==> config.mk <==
export PLATFORM = sky130hd
export DESIGN_NAME = fetch_pc_unit_flat
export DESIGN_NICKNAME = d
export VERILOG_FILES = /design/src/rtl/fetch_pc_unit_pkg.sv /design/src/rtl/fetch_pc_unit_if.sv /design/src/rtl/fetch_pc_unit_ret_stack.sv /design/src/rtl/fetch_pc_unit.sv /design/src/flat_wrapper.sv
export SDC_FILE = /design/constraint.sdc
export NUM_CORES = 1
export LEC_CHECK = 0
export CAP_MARGIN = 20
export CELL_PAD_IN_SITES_DETAIL_PLACEMENT = 1
export CELL_PAD_IN_SITES_GLOBAL_PLACEMENT = 1
export CORE_ASPECT_RATIO = 0.75
export CORE_MARGIN = 1
export CORE_UTILIZATION = 41
export DETAILED_ROUTE_END_ITERATION = 12
export PLACE_DENSITY_LB_ADDON = 0.1
export SYNTH_ARGS = -nofsm -noshare
export SYNTH_HDL_FRONTEND = slang
export SYNTH_SLANG_ARGS = --single-unit
==> constraint.sdc <==
create_clock -name clock -period 2.2 [get_ports clock]
set_clock_uncertainty 0.05 [all_clocks]
set_input_delay 0.22 -clock clock [delete_from_list [all_inputs] [get_ports clock]]
set_output_delay 0.22 -clock clock [all_outputs]
set_load 0.02 [all_outputs]
==> src/rtl/fetch_pc_unit_pkg.sv <==
// Shared constants and types for the fetch PC unit.
// Opcodes, state encoding and address widths.
package fetch_pc_unit_pkg;

  localparam int PC_WIDTH  = 8;
  localparam int LBL_WIDTH = 6;
  localparam int OP_WIDTH  = 4;

  localparam logic [OP_WIDTH-1:0] OP_HLT  = 4'hB;
  localparam logic [OP_WIDTH-1:0] OP_JMP  = 4'hC;
  localparam logic [OP_WIDTH-1:0] OP_BEQZ = 4'hD;
  localparam logic [OP_WIDTH-1:0] OP_CALL = 4'hE;
  localparam logic [OP_WIDTH-1:0] OP_RET  = 4'hF;

  typedef enum logic {
    ST_HALT = 1'b0,
    ST_RUN  = 1'b1
  } state_e;

  typedef logic [PC_WIDTH-1:0] pc_t;

endpackage

==> src/rtl/fetch_pc_unit_if.sv <==
// Instruction-side bundle between the fetch PC unit
// and whatever feeds it opcodes and flags.
interface fetch_pc_unit_if;
  import fetch_pc_unit_pkg::*;

  logic                 start;
  logic                 stall;
  logic [OP_WIDTH-1:0]  OPcode;
  logic [LBL_WIDTH-1:0] label;
  logic                 zero_flag;
  pc_t                  PC;
  logic                 valid;
  logic                 halted;
  logic                 err;

  modport master (
    output start, stall, OPcode, label, zero_flag,
    input  PC, valid, halted, err
  );

  modport slave (
    input  start, stall, OPcode, label, zero_flag,
    output PC, valid, halted, err
  );

endinterface

==> src/rtl/fetch_pc_unit_ret_stack.sv <==
// LIFO of return addresses; top of stack is read
// combinationally so RET can redirect in one cycle.
module ret_stack #(
  parameter int DEPTH = 4,
  parameter int W     = 8
) (
  input  logic         clk_i,
  input  logic         rst_ni,
  input  logic         clr_i,
  input  logic         push_i,
  input  logic         pop_i,
  input  logic [W-1:0] data_i,
  output logic [W-1:0] data_o,
  output logic         full_o,
  output logic         empty_o
);

  localparam int CW = $clog2(DEPTH + 1);
  localparam int AW = (DEPTH > 1) ? $clog2(DEPTH) : 1;

  logic [W-1:0]  mem_q [DEPTH];
  logic [CW-1:0] cnt_q;
  logic [CW-1:0] cnt_m1;
  logic [AW-1:0] wr_idx;
  logic [AW-1:0] top_idx;
  logic          do_push;
  logic          do_pop;

  assign cnt_m1  = cnt_q - CW'(1);
  assign wr_idx  = cnt_q[AW-1:0];
  assign top_idx = cnt_m1[AW-1:0];
  assign full_o  = (cnt_q == CW'(DEPTH));
  assign empty_o = (cnt_q == '0);
  assign data_o  = mem_q[top_idx];
  assign do_push = push_i && !full_o && !clr_i;
  assign do_pop  = pop_i && !empty_o && !clr_i;

  always_ff @(posedge clk_i or negedge rst_ni) begin
    if (!rst_ni) begin
      cnt_q <= '0;
    end else if (clr_i) begin
      cnt_q <= '0;
    end else if (do_push) begin
      cnt_q <= cnt_q + CW'(1);
    end else if (do_pop) begin
      cnt_q <= cnt_m1;
    end
  end

  // Entries are only meaningful below cnt_q, so no reset needed.
  always_ff @(posedge clk_i) begin
    if (do_push) begin
      mem_q[wr_idx] <= data_i;
    end
  end

endmodule

==> src/rtl/fetch_pc_unit.sv <==
// Fetch program counter with JMP/BEQZ/CALL/RET/HLT
// redirection and a small return-address stack.
module fetch_pc_unit
  import fetch_pc_unit_pkg::*;
#(
  parameter int STACK_DEPTH = 4,
  parameter int PC_WRAP     = 63
) (
  input  logic            clock,
  input  logic            resetn,
  fetch_pc_unit_if.slave  bus
);

  state_e state_q, state_d;
  pc_t    pc_q, pc_d;
  logic   err_q, err_d;
  pc_t    seq;
  pc_t    tgt;
  pc_t    top;
  logic   push, pop, clr;
  logic   full, empty;

  ret_stack #(
    .DEPTH (STACK_DEPTH),
    .W     (PC_WIDTH)
  ) u_stack (
    .clk_i   (clock),
    .rst_ni  (resetn),
    .clr_i   (clr),
    .push_i  (push),
    .pop_i   (pop),
    .data_i  (seq),
    .data_o  (top),
    .full_o  (full),
    .empty_o (empty)
  );

  assign seq = (pc_q == PC_WRAP[PC_WIDTH-1:0])
             ? '0 : pc_q + PC_WIDTH'(1);
  assign tgt = {{(PC_WIDTH-LBL_WIDTH){1'b0}}, bus.label};

  always_comb begin
    state_d = state_q;
    pc_d    = pc_q;
    err_d   = err_q;
    push    = 1'b0;
    pop     = 1'b0;
    clr     = 1'b0;
    unique case (state_q)
      ST_HALT: begin
        if (bus.start) begin
          state_d = ST_RUN;
          pc_d    = '0;
          err_d   = 1'b0;
          clr     = 1'b1;
        end
      end
      ST_RUN: begin
        if (!bus.stall) begin
          unique case (1'b1)
            (bus.OPcode == OP_HLT): state_d = ST_HALT;
            (bus.OPcode == OP_JMP): pc_d = tgt;
            (bus.OPcode == OP_BEQZ):
              pc_d = bus.zero_flag ? tgt : seq;
            (bus.OPcode == OP_CALL): begin
              if (full) begin
                err_d   = 1'b1;
                state_d = ST_HALT;
              end else begin
                push = 1'b1;
                pc_d = tgt;
              end
            end
            (bus.OPcode == OP_RET): begin
              if (empty) begin
                err_d   = 1'b1;
                state_d = ST_HALT;
              end else begin
                pop  = 1'b1;
                pc_d = top;
              end
            end
            default: pc_d = seq;
          endcase
        end
      end
    endcase
  end

  always_ff @(posedge clock or negedge resetn) begin
    if (!resetn) begin
      state_q <= ST_HALT;
      pc_q    <= '0;
      err_q   <= 1'b0;
    end else begin
      state_q <= state_d;
      pc_q    <= pc_d;
      err_q   <= err_d;
    end
  end

  assign bus.PC     = pc_q;
  assign bus.valid  = (state_q == ST_RUN);
  assign bus.halted = (state_q == ST_HALT);
  assign bus.err    = err_q;

endmodule

==> src/flat_wrapper.sv <==
// flat-port wrapper written by rule: the top's interface ports become plain ports
module fetch_pc_unit_flat import fetch_pc_unit_pkg::*;
#(
  parameter int STACK_DEPTH = 4,
  parameter int PC_WRAP     = 63
)
  (clock, resetn, bus_start, bus_stall, bus_OPcode, bus_label, bus_zero_flag, bus_PC, bus_valid, bus_halted, bus_err);
  fetch_pc_unit_if bus_i ();
  input  logic clock;
  input  logic resetn;
  input wire logic [$bits(bus_i.start)-1:0] bus_start;
  input wire logic [$bits(bus_i.stall)-1:0] bus_stall;
  input wire logic [$bits(bus_i.OPcode)-1:0] bus_OPcode;
  input wire logic [$bits(bus_i.label)-1:0] bus_label;
  input wire logic [$bits(bus_i.zero_flag)-1:0] bus_zero_flag;
  output wire logic [$bits(bus_i.PC)-1:0] bus_PC;
  output wire logic [$bits(bus_i.valid)-1:0] bus_valid;
  output wire logic [$bits(bus_i.halted)-1:0] bus_halted;
  output wire logic [$bits(bus_i.err)-1:0] bus_err;
  assign bus_i.start = bus_start;
  assign bus_i.stall = bus_stall;
  assign bus_i.OPcode = bus_OPcode;
  assign bus_i.label = bus_label;
  assign bus_i.zero_flag = bus_zero_flag;
  assign bus_PC = bus_i.PC;
  assign bus_valid = bus_i.valid;
  assign bus_halted = bus_i.halted;
  assign bus_err = bus_i.err;
  fetch_pc_unit #(.STACK_DEPTH(STACK_DEPTH), .PC_WRAP(PC_WRAP)) u_core (.clock(clock), .resetn(resetn), .bus(bus_i));
endmodule
== Word level (Yosys, flattened, before mapping) ==
Memory sizes are Yosys's and may differ from the RTL's.
Cells that the tools add are included.

* Register bits after elaboration: 13
* RAM bits: 32
* Output and inout bits: 11
* Logic and storage cells: 67
* Memories kept: 1

{| class="wikitable"
|+ Memory list
! name !! depth !! bits a word !! rd ports !! clocked after Yosys merged registers in !! wr ports !! line !! RTL
|-
| u_core.u_stack.mem_q || 4 || 8 || 1 || 0 || 1 || fetch_pc_unit_ret_stack.sv:21 || <nowiki>logic [W-1:0] mem_q [DEPTH];</nowiki>
|}

* Add/sub/neg operators: 3
* Equality and inequality tests: 15
* Multiplexer cells: 32
* Bitwise operators: 1
* Reductions and logical operators: 11

{| class="wikitable"
|+ Operator list
! cell !! count
|-
| $mux W8 || 6
|-
| $pmux W8 S5 || 1
|-
| $eq A4 B4 Y1 const B || 5
|-
| $mux W1 || 17
|-
| $pmux W8 S2 || 1
|-
| $ne A3 B3 Y1 const B || 5
|-
| $reduce_and A5 Y1 || 2
|-
| $mux W3 || 3
|-
| $add A8 B1 Y8 const B || 1
|-
| $eq A8 B6 Y1 const B || 1
|-
| $ne A2 B2 Y1 const B || 3
|-
| $pmux W1 S2 || 3
|-
| $logic_and A1 B1 Y1 || 4
|-
| $add A3 B1 Y3 const B || 1
|-
| $eq A3 B3 Y1 const B || 1
|-
| $logic_not A1 Y1 || 3
|-
| $logic_not A3 Y1 || 1
|-
| $pmux W1 S3 || 1
|-
| $reduce_bool A3 Y1 || 1
|-
| $sub A3 B1 Y3 const B || 1
|-
| $not A1 Y1 || 1
|}

== Longest topological paths before layout ==
* Word-level depth: 10
* Gate-level depth with buffers: 8

== Modules after synthesis ==
Synthesis repeated with hierarchy kept, for this count alone.

* Cell total of the unflattened synthesis: 168
* Area, all modules: 2,258.4 sq um

{| class="wikitable"
|+ By module, submodules not included
! module !! instances !! cells an instance !! area an instance (sq um) !! sequential area each (sq um)
|-
| ret_stack || 1 || 79 || 1,478.9 || 1,036.0
|-
| fetch_pc_unit || 1 || 89 || 779.5 || 250.2
|}

== Least setup slack after synthesis ==
Ideal clock, no wire load.

* Path type: register to register
* Start: reg u_core.u_stack.cnt_q[0]
* End: mem u_core.u_stack.mem_q[0][0] (enable)
* Data arrival time: 1.763 ns
* Required time: 1.818 ns
* Slack: 0.056 ns
* Cell stages (with the launch flop): 8
* Path buffers: 2
* Clock period less this slack: 2.144 ns
* Cell sequence: dfrtp_1 > buf_2 > inv_1 > ha_1 > a21oi_1 > and3_1 > clkbuf_1 > and2_1

* Word-level cells in the longest chain between the ends: 9
* Elaborated cells on any way between the ends: 10

{| class="wikitable"
|+ Ends and longest elaborated chain
! item !! line !! RTL
|-
| start: declaration || fetch_pc_unit_ret_stack.sv:22 || <nowiki>logic [CW-1:0] cnt_q;</nowiki>
|-
| start signal: assignment || fetch_pc_unit_ret_stack.sv:44 || <nowiki>cnt_q <= cnt_q + CW'(1);</nowiki>
|-
| start signal: assignment || fetch_pc_unit_ret_stack.sv:46 || <nowiki>cnt_q <= cnt_m1;</nowiki>
|-
| $eq A3 B3 Y1 || fetch_pc_unit_ret_stack.sv:32 || <nowiki>assign full_o = (cnt_q == CW'(DEPTH));</nowiki>
|-
| $mux W1 || fetch_pc_unit.sv:66 || <nowiki>if (full) begin</nowiki>
|-
| $mux W1 || fetch_pc_unit.sv:60 || <nowiki>unique case (1'b1)</nowiki>
|-
| $mux W1 || fetch_pc_unit.sv:59 || <nowiki>if (!bus.stall) begin</nowiki>
|-
| $mux W1 || fetch_pc_unit.sv:49 || <nowiki>unique case (state_q)</nowiki>
|-
| $logic_and A1 B1 Y1 (2 in a row) || fetch_pc_unit_ret_stack.sv:35 || <nowiki>assign do_push = push_i && !full_o && !clr_i;</nowiki>
|-
| $mux W1 || fetch_pc_unit_ret_stack.sv:52 || <nowiki>if (do_push) begin</nowiki>
|-
| $mux W1 (implied by the code) || fetch_pc_unit_ret_stack.sv:53 || <nowiki>mem_q[wr_idx] <= data_i;</nowiki>
|-
| end: declaration || fetch_pc_unit_ret_stack.sv:21 ||
|}

Parallel ways exist; a longest one is shown, timed or not.

== Worst setup path in the final report ==
* Start: reg u_core.u_stack.cnt_q[1]
* End: reg u_core.pc_q[7] (netlist: u_core.bus.PC[7])

* Word-level cells in the longest chain between the ends: 6
* Elaborated cells on any way between the ends: 11

{| class="wikitable"
|+ Ends and longest elaborated chain
! item !! line !! RTL
|-
| $sub A3 B1 Y3 || fetch_pc_unit_ret_stack.sv:29 || <nowiki>assign cnt_m1 = cnt_q - CW'(1);</nowiki>
|-
| $mem_v2 Z4 W8 || - ||
|-
| $mux W8 || fetch_pc_unit.sv:75 || <nowiki>if (empty) begin</nowiki>
|-
| $pmux W8 S5 || fetch_pc_unit.sv:60 ||
|-
| $mux W8 || fetch_pc_unit.sv:59 ||
|-
| $pmux W8 S2 || fetch_pc_unit.sv:49 ||
|-
| end signal: assignment || fetch_pc_unit.sv:97 || <nowiki>pc_q <= pc_d;</nowiki>
|-
| end: declaration || fetch_pc_unit.sv:15 || <nowiki>pc_t pc_q, pc_d;</nowiki>
|}

Parallel ways exist; a longest one is shown, timed or not. The select of a mux whose other input is x is not followed.
A chain may end at the register's enable or synchronous reset.

==> metrics.yaml <==
outcome: "completed"
num_rows: 23
nets: 255
slew_violations: 0
syn_inst: 192
irDropWorstVdd_mv: 0.6112
p_leak_nw: 1.061
insertedDiodeCount: 0
nFillCells: 569
ff2ff_path_depth: 5
fin_crit_sh_pct: 89.63
slew_headroom_pct: 52.83
area_growth_pct: 23.10
drive_gt1_share_pct: 15.74
syn-cell-area_sq_mm: 0.002367
power_density_mw_per_mm2: 1222
portBuffers: 25
cts_buffer_depth: 2
syn_area_per_cell_sq_um: 12.33
postSynthNetCount: 213
drtAntennaViolNets: 0
synth-warning-count: 0
layout_common_cells: "32 x edfxtp_1, 25 x clkdlybuf4s50_1, 18 x buf_4, 13 x dfrtp_1, 10 x nand2_1"
ys_seq_area_share_pct: 54.33
dieArea_sq_mm: 0.006085
setup_viol: 0
hold_viol: 0
ys.flop_type: "edfxtp_1"
cts_hold_buf: 0
grt_pass1_wl_microns: 10040
worstSetupStartpointType: "flop"
start_util_pct: 43.52
synth_edf_count: 32
routedWlPerCell_microns: 20.50
num_io_pins: 26
finalSetupTns_ns: 0
holdWs_ns: 0.2865
cts_setup_buffers: 0
worstPathMaxFanout: 9
ys_seq_elements: 45
grt_max_degree: 15
grt_setup_unrepaired: "no"
drtIter0Drc: 93
critical_path_required_ns: 2.33
crit_path_end_kind: "flop"
antenna_found_initial: 0
gr-total-overflow: 0
core_area_sq_mm: 0.005439
place_congestion: 0.8548
clk_latency_ns: 0.30
ys_types: 52
num_vias: 1819
cts_buffers: 5
cts_tree: "built"
viasPerCell: 5.868
die_w_microns: 89.74
grtUsageTotal_pct: 22.19
fmax_mhz: 507.1
hpwl_microns: 4825
ctsResizeCount: 0
cp_data_arrival_time_ns: 2.10
holdCritPathClass: "input pin to asynchronous set/reset pin"
cts.htree.levels: 2
drc: 0
die_y_microns: 67.81
mostFrequentLayoutCell: "edfxtp_1"
maxCapViolCount: 0
crit_type: "flop to flop"
worstMarginPinSlew_ns: 0.7053
post-route-min-period_ns: 1.972
cts_sinks: 45
grt_pass1_vias: 1900
ys_async_sr_fraction_pct: 28.89
path_clk_slew_ns: 0.09
drt_pass1_iterations: 4
root_buffer: "clkbuf_8"
finalWirelength_microns: 6355
kinds of logic after synthesis:
kind of cell | Yosys count | synth area share [%]
AOI/OAI and AO/OA | 53 | 16.17
muxes | 13 | 7.770
adders and majority gates | 6 | 3.171
xor gates and xnor gates | 5 | 1.850
buffers and inverters | 13 | 2.696
DFF | 45 | 54.33
and+or+nand+nor | 57 | 14.01
area by class of cell:
type,count,area (sq um),share of cell area (%)
multi-input cells,134,1020,34.99
repair buffers,43,385.4,13.22
clock buffers,5,68.82,2.362
flip-flops and latches,45,1286,44.14
clock inverters,3,41.29,1.417
well taps,75,93.84,3.220
inverters,5,18.77,0.6441
power breakdown:
group / switching (W) / total [W] / internal [W] / leakage (nW)
logic: 0.000871 / 0.00163 / 0.000762 / 0.561
registers: 0.000168 / 0.00131 / 0.00114 / 0.449
clock network: 0.000286 / 0.000620 / 0.000335 / 0.0518
flip-flops by register name (all words and copies together), names as in the netlist:
name and flops:
u_core.bus.valid 1, u_core.bus.PC 8, u_core.u_stack.mem_q 32, u_core.bus.err 1, u_core.u_stack.cnt_q 3
per-stage QoR:
step	std cells	power, W	area [sq um]	setup slack (ns)	util, %
after global routing	310	0.003754	2914	0.05241	53.58
after detailed placement	302	0.002946	2801	0.06916	51.51
after CTS	310	0.003573	2912	0.09559	53.53
after global placement	302	0.002868	2801	0.1478	51.51
final	310	0.003561	2914	0.2281	53.58
after floorplan	192	0.002294	2367	0.05550	-
synth_stat cells (2+ instances only):
master	count	area share [%]
o31ai_1	2	0.63
ha_1	6	3.2
inv_1	5	0.79
nor3b_1	3	0.95
edfxtp_1	32	41
a21oi_1	6	1.3
nand2b_1	4	1.1
and3_1	3	0.79
xor2_1	2	0.74
o211ai_1	4	1.3
dfrtp_1	13	14
mux2_2	3	1.4
o21ai_0	9	1.9
o22ai_1	5	1.3
or2_2	2	0.53
nand2_1	10	1.6
and4_1	2	0.74
buf_2	3	0.63
nand4_1	3	0.79
a222oi_1	2	0.85
nand3b_1	2	0.63
a21boi_0	4	1.3
nor2_1	4	0.63
xnor2_1	3	1.1
a31oi_1	4	1.1
mux2i_1	6	2.5
nand3_1	7	1.5
nor2b_1	5	1.3
a22oi_1	4	1.3
clkbuf_1	3	0.48
and2_1	7	1.8
mux4_2	4	3.8
per-layer routing:
metal / up-vias / routed length [microns] / global-route usage [%]
met4: 0 / 44 / 5.738
met1: 934 / 2837 / 28.07
li1: 837 / - / -
met2: 42 / 3218 / 39.71
met5: - / 0 / 0
met3: 6 / 254 / 4.392
worst paths after layout:
| check | start | to | slack [ns] |
|---|---|---|---|
| setup / recovery | u_core.u_stack.cnt_q[1] | u_core.bus.PC[7] | 0.23 |
| hold / removal | resetn | u_core.bus.PC[5] | 0.29 |
| setup reg to reg | u_core.u_stack.cnt_q[1] | u_core.bus.PC[7] | 0.23 |
| hold reg to reg | u_core.bus.err | u_core.bus.err | 0.49 |
| max in group asynchronous | resetn | u_core.bus.valid | 1.35 |
| min in group clock | u_core.bus.err | u_core.bus.err | 0.49 |
worst max-delay path, cell delays in order, from the launching register on:
cell	delay, ns
dfrtp_1	0.40
inv_1	0.10
ha_2	0.49
mux4_2	0.36
and4_1	0.21
a221o_1	0.25
Note: power is estimated with default switching activity, not from simulation.
